[src/rtl/reg_file_pkg.sv]
// Shared definitions for the register-file writeback path.
// Contents:
//   REG_DATA_WIDTH_POW : default log2 of the register data width (64 bits)
//   REG_MEM_DEPTH_POW  : default log2 of the register count (32 registers)
//   req_id_t           : identifies the two writeback requesters
package reg_file_pkg;

    localparam int REG_DATA_WIDTH_POW = 6;
    localparam int REG_MEM_DEPTH_POW  = 5;

    typedef enum logic {
        REQ_ALU = 1'b0,
        REQ_MEM = 1'b1
    } req_id_t;

endpackage

[src/rtl/reg_wb_arbiter_rr_arbiter2.sv]
// Two-input round-robin arbiter with its priority pointer.
// Ports:
//   clk_in    : clock, pointer updates on the rising edge
//   rst_in    : asynchronous active-high reset, pointer returns to ALU
//   valid_in  : request vector, indexed by req_id_t
//   grant_out : one-hot (or zero) grant vector, combinational from valid_in
module rr_arbiter2 (
    input  logic       clk_in,
    input  logic       rst_in,
    input  logic [1:0] valid_in,
    output logic [1:0] grant_out
);
    import reg_file_pkg::*;

    req_id_t ptr_q;
    req_id_t ptr_d;

    always_ff @(posedge clk_in or posedge rst_in) begin
        if (rst_in) begin
            ptr_q <= REQ_ALU;
        end else begin
            ptr_q <= ptr_d;
        end
    end

    // After a grant the loser becomes the favoured requester.
    always_comb begin
        ptr_d = ptr_q;
        if (grant_out[REQ_ALU]) begin
            ptr_d = REQ_MEM;
        end else if (grant_out[REQ_MEM]) begin
            ptr_d = REQ_ALU;
        end
    end

    // Grants are suppressed during reset so nothing can be accepted then.
    always_comb begin
        grant_out = 2'b00;
        if (!rst_in) begin
            if (valid_in[REQ_ALU] && valid_in[REQ_MEM]) begin
                grant_out[ptr_q] = 1'b1;
            end else begin
                grant_out = valid_in;
            end
        end
    end

endmodule

[src/rtl/reg_wb_arbiter.sv]
// Writeback arbiter between the ALU and the load unit, with a destination
// scoreboard and a contention counter.
// Ports:
//   clk_in, rst_in                  : clock, asynchronous active-high reset
//   alu_valid_in/rd_in/data_in      : ALU writeback request
//   alu_ready_out                   : ALU request accepted this cycle
//   mem_valid_in/rd_in/data_in      : load-unit writeback request
//   mem_ready_out                   : load-unit request accepted this cycle
//   rsv_valid_in, rsv_rd_in         : issue-stage destination reservation
//   rd_out, data_write_out          : registered register-file write port
//   write_en_out                    : registered register-file write enable
//   busy_out                        : scoreboard, bit n = write pending on rn
//   conflict_cnt_out                : saturating count of contention cycles
module reg_wb_arbiter #(
    parameter int REG_DATA_WIDTH_POW = reg_file_pkg::REG_DATA_WIDTH_POW,
    parameter int REG_MEM_DEPTH_POW  = reg_file_pkg::REG_MEM_DEPTH_POW
) (
    input  logic                                clk_in,
    input  logic                                rst_in,
    input  logic                                alu_valid_in,
    input  logic [REG_MEM_DEPTH_POW-1:0]        alu_rd_in,
    input  logic [(1<<REG_DATA_WIDTH_POW)-1:0]  alu_data_in,
    output logic                                alu_ready_out,
    input  logic                                mem_valid_in,
    input  logic [REG_MEM_DEPTH_POW-1:0]        mem_rd_in,
    input  logic [(1<<REG_DATA_WIDTH_POW)-1:0]  mem_data_in,
    output logic                                mem_ready_out,
    input  logic                                rsv_valid_in,
    input  logic [REG_MEM_DEPTH_POW-1:0]        rsv_rd_in,
    output logic [REG_MEM_DEPTH_POW-1:0]        rd_out,
    output logic [(1<<REG_DATA_WIDTH_POW)-1:0]  data_write_out,
    output logic                                write_en_out,
    output logic [(1<<REG_MEM_DEPTH_POW)-1:0]   busy_out,
    output logic [7:0]                          conflict_cnt_out
);
    import reg_file_pkg::*;

    localparam int DW   = 1 << REG_DATA_WIDTH_POW;
    localparam int RW   = REG_MEM_DEPTH_POW;
    localparam int NREG = 1 << REG_MEM_DEPTH_POW;

    function automatic logic [7:0] sat_inc8(input logic [7:0] v);
        return (v == 8'hFF) ? v : v + 8'd1;
    endfunction

    logic [1:0]      req_valid;
    logic [1:0]      grant;
    logic            xfer;
    logic [RW-1:0]   sel_rd;
    logic [DW-1:0]   sel_data;

    logic            wen_q, wen_d;
    logic [RW-1:0]   rd_q, rd_d;
    logic [DW-1:0]   data_q, data_d;
    logic [NREG-1:0] busy_q, busy_d;
    logic [7:0]      cnt_q, cnt_d;

    assign req_valid = {mem_valid_in, alu_valid_in};

    rr_arbiter2 u_rr (
        .clk_in    (clk_in),
        .rst_in    (rst_in),
        .valid_in  (req_valid),
        .grant_out (grant)
    );

    assign alu_ready_out = grant[REQ_ALU];
    assign mem_ready_out = grant[REQ_MEM];
    assign xfer          = |grant;

    // Grants are one-hot, so a simple select picks the winning payload.
    assign sel_rd   = grant[REQ_MEM] ? mem_rd_in   : alu_rd_in;
    assign sel_data = grant[REQ_MEM] ? mem_data_in : alu_data_in;

    always_comb begin
        wen_d  = xfer && (sel_rd != '0);
        rd_d   = rd_q;
        data_d = data_q;
        if (xfer) begin
            rd_d   = sel_rd;
            data_d = sel_data;
        end

        // Clear first, then set, so a fresh reservation overrides a
        // completing write to the same register.
        busy_d = busy_q;
        if (wen_d) begin
            busy_d[sel_rd] = 1'b0;
        end
        if (rsv_valid_in && (rsv_rd_in != '0)) begin
            busy_d[rsv_rd_in] = 1'b1;
        end
        busy_d[0] = 1'b0;

        cnt_d = (alu_valid_in && mem_valid_in) ? sat_inc8(cnt_q) : cnt_q;
    end

    // Registered write port, scoreboard and counter.
    always_ff @(posedge clk_in or posedge rst_in) begin
        if (rst_in) begin
            wen_q  <= 1'b0;
            rd_q   <= '0;
            data_q <= '0;
            busy_q <= '0;
            cnt_q  <= '0;
        end else begin
            wen_q  <= wen_d;
            rd_q   <= rd_d;
            data_q <= data_d;
            busy_q <= busy_d;
            cnt_q  <= cnt_d;
        end
    end

    assign write_en_out     = wen_q;
    assign rd_out           = rd_q;
    assign data_write_out   = data_q;
    assign busy_out         = busy_q;
    assign conflict_cnt_out = cnt_q;

endmodule

[config.mk]
export PLATFORM = sky130hd
export DESIGN_NAME = reg_wb_arbiter
export DESIGN_NICKNAME = d
export VERILOG_FILES = /design/src/rtl/reg_file_pkg.sv /design/src/rtl/reg_wb_arbiter_rr_arbiter2.sv /design/src/rtl/reg_wb_arbiter.sv
export SDC_FILE = /design/constraint.sdc
export NUM_CORES = 1
export LEC_CHECK = 0
export ABC_AREA = 1
export BUFFER_PORTS_ARGS = -buffer_cell sky130_fd_sc_hd__buf_2
export CORE_MARGIN = 5
export CORE_UTILIZATION = 39
export DETAILED_ROUTE_END_ITERATION = 8
export HOLD_SLACK_MARGIN = 0.12
export PLACE_DENSITY = 0.73
export SYNTH_ARGS = -nofsm -noshare
export SYNTH_HDL_FRONTEND = slang
export SYNTH_HIERARCHICAL = 1
export SYNTH_SLANG_ARGS = --single-unit
[constraint.sdc]
create_clock -name clk_in -period 3.5 [get_ports clk_in]
set_input_delay 0.7 -clock clk_in [delete_from_list [all_inputs] [get_ports clk_in]]
set_output_delay 0.7 -clock clk_in [all_outputs]
set_load 0.01 [all_outputs]
Word-level counts from Yosys, hierarchy flattened --
Index checks and enable logic that the tools add are counted.
Operators by class: bitwise operators 4, equality and inequality tests 1, add/sub/neg operators 1, magnitude comparators 6, reduce and logical (&&, ||, !) cells 11, mux-type cells 14
Operators by type and width (number):
- $mux 32 | 2
- $mux 64 | 1
- $and 32x32->32 | 1
- $not 32->32 | 1
- $or 32x32->32 | 1
- $lt 5x6->1 const B | 2
- $demux 1 s5 | 2
- $ge 5x1->1 const B | 2
- $reduce_bool 5->1 | 2
- $add 8x1->8 const B | 1
- $eq 8x8->1 const B | 1
- $logic_and 1x1->1 | 6
- $mux 1 | 5
- $mux 5 | 1
- $mux 2 | 2
- $lt 1x2->1 const B | 1
- $reduce_and 2->1 | 1
- $reduce_bool 2->1 | 1
- $reduce_or 2->1 | 1
- $demux 1 s1 | 1
- $ge 1x1->1 const B | 1
- $not 1->1 | 1
Word-level totals: input port bits 148, register bits 110, output and inout bits 112, word-level logic and storage cells 43

Logic depth before layout (Yosys ltp) --
Gate-level depths: netlist (run 1).
depth after elaboration 16, mapped depth 12, depth with buffers taken out 12

Hierarchy --
Netlist (run 1), hierarchy kept.
Modules (own cells, without submodules):
- reg_wb_arbiter | cells each 632, times used 1, seq. area each 2727.6 µm², area an instance 5122.4 µm²
- rr_arbiter2 | cells each 11, times used 1, seq. area each 25.0 µm², area an instance 75.1 µm²

Worst setup path before layout (run 1) --
No wires, ideal clock.
path type input -> register, from in rst_in, to reg busy_q[3], in the netlist busy_out[3], setup slack 1605 ps, data arrival time 1770 ps, cell stages on the path 11, setup time 125 ps, buffers on the path 1, data required time 3375 ps, cells stage by stage inv_2 -> nand2_2 -> a21oi_2 -> buf_6 -> nand2_2 -> nand2_4 -> nand2_4 -> nor2_8 -> inv_2 -> o21ai_1 -> o21ai_1
Between the ends: longest elaborated chain between the ends 11, elaborated cells on any way between the ends 15, classes of those cells 2 x order compare; 6 x mux; 3 x bitwise; 4 x reduce/logical
Ends and longest elaborated chain:
- start: declaration | RTL line reg_wb_arbiter.sv:19 | input logic rst_in,
- $mux 2 * | RTL line reg_wb_arbiter_rr_arbiter2.sv:39 | if (!rst_in) begin
- net mem_ready_out | RTL line reg_wb_arbiter.sv:27 | output logic mem_ready_out,
- $mux 5 | RTL line reg_wb_arbiter.sv:72 | assign sel_rd = grant[REQ_MEM] ? mem_rd_in : alu_rd_in;
- $lt 5x6->1 (implied by the code) / $ge 5x1->1 (equally long branches) | RTL line reg_wb_arbiter.sv:88 | busy_d[sel_rd] = 1'b0;
- $logic_and 1x1->1 (implied by the code) | RTL line reg_wb_arbiter.sv:88
- $mux 1 (implied by the code) | RTL line reg_wb_arbiter.sv:88
- $demux 1 s5 | RTL line reg_wb_arbiter.sv:88
- $not 32->32 (no source line)
- $and 32x32->32 (no source line)
- $mux 32 * | RTL line reg_wb_arbiter.sv:87 | if (wen_d) begin
- $or 32x32->32 (no source line)
- $mux 32 * | RTL line reg_wb_arbiter.sv:90 | if (rsv_valid_in && (rsv_rd_in != '0)) begin
- net busy_d[3] | RTL line reg_wb_arbiter.sv:55 | logic [NREG-1:0] busy_q, busy_d;
- end signal: assignment | RTL line reg_wb_arbiter.sv:110 | busy_q <= busy_d;
- end: declaration | RTL line reg_wb_arbiter.sv:55
Mark *: on every way through the listed nets, which the timed path passes. The rest lies on a longest branch. A chain may end at the register's enable or synchronous reset.

Worst setup path in the final report (run 1) --
from in rst_in, to out mem_ready_out
Between the ends: longest elaborated chain between the ends 1
Ends and longest elaborated chain (RTL line):
- $mux 2 | reg_wb_arbiter_rr_arbiter2.sv:39
- end: declaration | reg_wb_arbiter.sv:27
Every way passes these cells.

==> results of run 1 <==
## logic make-up (layout without fill, tap and decap cells)
kind of cell / Yosys count / after routing
compound gates: 52 / 52
xor+xnor: 5 / 5
fa+ha+maj: 1 / 1
buf+inv: 69 / 318
flops: 110 / 110
other cells: 1 / 1
simple gates: 405 / 405
## power groups by stage
stage                     Clock (uW)  Combinational, uW  Sequential, uW
after global placement             0               1040            1740
after CTS                        942               1060            1720
after detailed placement           0               1060            1740
after global routing             990               1160            1760
final                            922               1040            1720
after floorplan                    0                413            1860
## flip-flops by register name (all words and copies together), names as in the netlist
name,flops
busy_out,31
conflict_cnt_out,8
u_rr/ptr_q,1
write_en_out,1
rd_out,5
data_write_out,64
## cell usage after synthesis (2+ instances only)
cell type and instances:
o21ai_0 42, buf_2 16, a21oi_2 2, nor3_1 3, xor2_1 3, nand2_4 5, inv_2 4, xnor2_1 2
nor2_1 20, dfrtp_1 110, nor2_4 2, nand2_1 213, nand3_2 2, o21ai_1 6, nand3_1 149, buf_4 3
clkbuf_1 10, buf_1 2, nand2_2 9, inv_1 33
## cell type report
| type | count | area share |
|---|---|---|
| Sequential cell | 110 | 0.400 |
| Multi-Input combinational cell | 464 | 0.313 |
| Timing Repair Buffer | 266 | 0.198 |
| Clock buffer | 13 | 0.0349 |
| Clock inverter | 2 | 0.00145 |
| Tap cell | 176 | 0.0320 |
| Inverter | 37 | 0.0207 |
## per-stage QoR
step | hold WS (ns) | cell area (sq um) | cells
global route | 0.227 | 6880 | 1068
CTS | 0.215 | 6880 | 1068
detailed placement | 0.460 | 6630 | 1053
floorplan | 0.437 | 5200 | 643
finish | 0.228 | 6880 | 1068
global placement | 0.460 | 6630 | 1053
## worst max-delay path: cells and delay by family
family / cells / cell delay, ns
buf+inv: 3 / 0.43
simple gates: 1 / 0.07
compound gates: 1 / 0.38
## metal layers
layer  up-vias  track usage
met1      2478        0.253
li1       2578            -
met3        29       0.0678
met5         -            0
met4         2       0.0740
met2       194        0.340
## path summary, 6_finish.rpt
| path | to | slack (ns) | depth (start not counted) |
|---|---|---|---|
| max | mem_ready_out | 1.22 | 5 |
| min | u_rr/ptr_q | 0.23 | 2 |
| max reg2reg | busy_out[31] | 1.49 | 8 |
| min reg2reg | busy_out[21] | 0.47 | 2 |
| max in group asynchronous | data_write_out[8] | 2.13 | 3 |
| min in group clk_in | busy_out[21] | 0.47 | 2 |
==> impl_metrics.tcl, run 1 <==
set metrics [dict create \
    ctsHoldBuffers 0 \
    synth_xor_xnor_area_share 0.00843 \
    ios 260 \
    synth_compound_area_frac 0.0520 \
    setup_tns_ns 0 \
    power.leakage_uw 0.00370 \
    p_switching_uw 1240 \
    yosysSeqAreaShare 0.530 \
    met1Wirelength_um 6860 \
    period_share 0.652 \
    outcome "completed" \
    syn_avg_cell_area_sq_um 8.08 \
    dpl_worst_slack_ns 0.994 \
    synthSimpleGateAreaFrac 0.350 \
    viasPerCell 4.94 \
    ys.flop_type "dfrtp_1" \
    p_int_uw 2450 \
    layout-drive-gt1-share 0.342 \
    worstPathCellList "buf_2, inv_2, nand2_2, a21oi_4, buf_2" \
    cts-root-buf "clkbuf_16" \
    holdCritPathClass "in -> async" \
    fmaxAchievable_mhz 438 \
    synth_area_leaders "dfrtp_1 53%, nand2_1 15%, nand3_1 14%, o21ai_0 4.0%, inv_1 2.4%" \
    tightest_slew_ns 1.02 \
    row_count 42 \
    wl_per_cell_um 15.5 \
    grt_pass1_wl_um 26400 \
    drt-pass1-iter-count 4 \
    synth_top_area_cell "dfrtp_1" \
    synthMuxAreaShare 0 \
    synth_nets 792 \
    postCtsResizedCells 0 \
    setup_viol 0 \
    routed_wl_um 16600 \
    synthCells 643 \
    multi_input_area_sq_um 2150 \
    fillCellCount 1328 \
    r2r-start "u_rr/ptr_q" \
    synth_top_family_by_area "simple AND/OR/NAND/NOR gates" \
    synthArstFlopShare 1.00 \
    swShare 0.335 \
    hold_viol_final 0 \
    fp.dieH_um 125 \
    setup_ws_ns 1.22 \
    combPwrFrac 0.282 \
    regArea_sq_um 2750 \
    cts_buffers 9 \
    core_region_area_sq_um 13100 \
    yosysWarnings 6 \
    synth_edf_count 0 \
    synth-seq-cells 110 \
    cp-startpoint "rst_in" \
    rsz0062_at_grt "no" \
    netlist-cell-type-count 27 \
    startpoint_type "input pin" \
    drtIter0Drc 276 \
    critPathMaxFanout 12 \
    cts_tree "yes" \
    post_cts.repair.setup_buffers 0 \
    maxCapViolCount 0 \
    htree_levels 3 \
    peakVddDrop_mv 0.235 \
    wl_met2_um 7930 \
    grt_antenna_before_repair 1 \
    power_frac_seq 0.468 \
    slew_headroom 0.319 \
    grt_max_degree 65 \
    overflow 0 \
    arrival_ns 1.58 \
    clk_latency_ns 0.35 \
    num-nets-final 1037 \
    drtAntennaViolNets 0 \
    max_stage_delay_ns 0.38 \
    die_area_sq_um 15700 \
    cp_slowest_cell "a21oi_4" \
    routabilityCongestion 0.880 \
    crit_type "in -> out" \
    crit_required_ns 2.80 \
    power_density_nw_per_um2 535 \
    diodes 0 \
    endpoint_kind "output pin" \
    start_util 0.396 \
    clkTransAtPathRegs_ns 0.06 \
    max-clock-path-buffers 2 \
    die_w_um 125 \
    synth_adder_area_share 0.00241 \
    grt_pass1_vias 5199 \
    cp_common_cell "buf_2" \
    clock-sinks 110 \
    post-route-drc-count 0 \
    layout_common_cells "258 x buf_2, 213 x nand2_1, 149 x nand3_1" \
    maxSlewViolCount 0 \
    clkPwrFrac 0.250 \
    wl_met3_um 1420 \
    dpl.hpwl_um 12300 \
    final_common_cell "buf_2" \
    p_total_uw 3690 \
    period_needed_ns 2.28 \
    synth_top_area_frac 0.530 \
    grt_util_all_layers 0.206 \
    highest_layer "met5" \
    fin_skew_ns 0.00500 \
    numPortBuffers 258 \
    vias 5281 \
    fin_util 0.524 \
    synth_area_sq_um 5200 \
    syn_to_final_growth_pct 32.5 \
]
No activity file was read; power rests on OpenSTA's default activity.
==> run 2: changes to the inputs <==
PLACE_DENSITY = 0.7   (was 0.73)
clock period = 2.3 ns   (was 3.5 ns; I/O delays follow)
==> run 2 against run 1 <==
Largest cell class unchanged. Via count is 0.78% lower. First-iteration DRC count is 0.36% higher. Critical path depth stayed put. Clock-buffer cell count is 1 higher. Non-clock buffer count is 4 higher. Sequential power is 52% higher. Design area is 1.7% higher. Register-to-register slack worse by 0.89 ns. Combinational power is 53% higher. Hold slack worse by 0.0086 ns. Global-route usage is 0.11 points higher. Core utilization is 0.90 points higher.
==> impl_metrics.tcl, run 2 (synthesis gave the netlist of run 1 again) <==
set metrics [dict create \
    drtIter0Drc 277 \
    placed_cell_area_sq_um 6670 \
    ctsHoldBuffers 1 \
    dpl.hpwl_um 12600 \
    num-nets-final 1041 \
    core_region_area_sq_um 13100 \
    post_cts.repair.setup_buffers 0 \
    period_needed_ns 1.86 \
    clk_latency_ns 0.35 \
    setup_viol 0 \
    regArea_sq_um 2750 \
    die_w_um 125 \
    fin_skew_ns 0.00446 \
    p_total_uw 5880 \
    wl_per_cell_um 15.6 \
    crit_required_ns 1.84 \
    postCtsResizedCells 0 \
    startpoint_type "flop" \
    grt_util_all_layers 0.207 \
    peakVddDrop_mv 0.384 \
    routabilityCongestion 0.855 \
    fillCellCount 1317 \
    final_area_sq_um 7000 \
    hold_viol_final 0 \
    vias 5240 \
    period_share 0.810 \
    setup_tns_ns 0 \
    start_util 0.396 \
    crit_type "reg -> out" \
    critPathMaxFanout 16 \
    ios 260 \
    drt-pass1-iter-count 6 \
    multi_input_area_sq_um 2150 \
    routed_wl_um 16700 \
    post-route-drc-count 0 \
    grt_pass1_vias 5199 \
    max-clock-path-buffers 2 \
    row_count 42 \
    maxSlewViolCount 0 \
    use_met1 0.255 \
    syn_to_final_growth_pct 34.7 \
    htree_levels 3 \
    grt_busiest_layer "met2" \
    arrival_ns 1.40 \
    largest_register_ffs 64 \
    final_common_cell "buf_2" \
    rsz0062_at_grt "no" \
    grt_use_met3 0.0674 \
    grtUsageMet2 0.344 \
    viasPerCell 4.88 \
    endpoint_kind "output pin" \
    tightest_slew_ns 0.636 \
    maxCapViolCount 0 \
    cts_tree "yes" \
    grt_max_degree 60 \
    numPortBuffers 258 \
    drtAntennaViolNets 0 \
    fmaxAchievable_mhz 537 \
    final_cells 1074 \
    clock-sinks 110 \
    grt_pass1_wl_um 26500 \
    layout_common_cells "258 x buf_2, 213 x nand2_1, 149 x nand3_1" \
    outcome "completed" \
    die_area_sq_um 15700 \
    cts-root-buf "clkbuf_16" \
    cts_buffers 9 \
    fin_util 0.533 \
    holdCritPathClass "in -> async" \
    fp.dieH_um 125 \
    clkTransAtPathRegs_ns 0.07 \
    overflow 0 \
    dp_cells 1056 \
    layout-drive-gt1-share 0.348 \
    power.leakage_uw 0.00376 \
    grt_antenna_before_repair 2 \
    slew_headroom 0.576 \
    power_density_nw_per_um2 840 \
]
==> run 2: changes by cell type in the layout (fill, tap and decap cells not counted), sizes merged <==
cell / change
buf: +3
clkinv: -2
bufinv: +1
clkbuf: +1
clkinvlp: +1
diode: +1
dlygate4sd3: +1
==> run 2: final timing paths <==
path	from	to	slack, ns	cells after the start
worst max-delay path	u_rr/ptr_q	alu_ready_out	0.44	5
worst min-delay path	rst_in	data_write_out[46]	0.22	3
worst max register to register	u_rr/ptr_q	busy_out[15]	0.60	8
worst min register to register	data_write_out[11]	data_write_out[11]	0.48	2
max in group asynchronous	rst_in	u_rr/ptr_q	1.68	3
min in group clk_in	mem_data_in[0]	data_write_out[0]	0.32	3
==> run 2: per-stage QoR <==
stage	setup WS (ns)	hold slack [ns]
2_1_floorplan	0.525	0.197
3_3_place_gp	0.306	0.341
3_5_place_dp	0.334	0.344
4_1_cts	0.412	0.229
5_1_grt	0.362	0.247
6_report	0.436	0.220
==> run 2: worst max-delay path, cell delays in order, from the launching register on <==
cell     delay, ns
dfrtp_1       0.39
nand2_1       0.06
nand3_1       0.10
inv_2         0.11
buf_4         0.22
buf_2         0.16
==> run 2: cell type report <==
type	count	area share
antenna	1	0.000357
multi-input combinational	464	0.308
timing repair buffer	270	0.201
clock inverter	2	0.00536
inverter	37	0.0204
sequential	110	0.393
tap	176	0.0314
clock buffer	14	0.0406
==> run 2: per-layer routing <==
metal | part of all wire | vias up
met5 | 0.00042 | -
met1 | 0.41 | 2431
met2 | 0.49 | 201
met3 | 0.089 | 22
met4 | 0.017 | 2
li1 | - | 2584
==> run 2: where the power goes <==
group          switching [uW]  internal (uW)  total, uW  leakage (uW)
registers                 260           2360       2620       0.00135
logic                     940            648       1590       0.00225
clock network             706            965       1670      0.000155
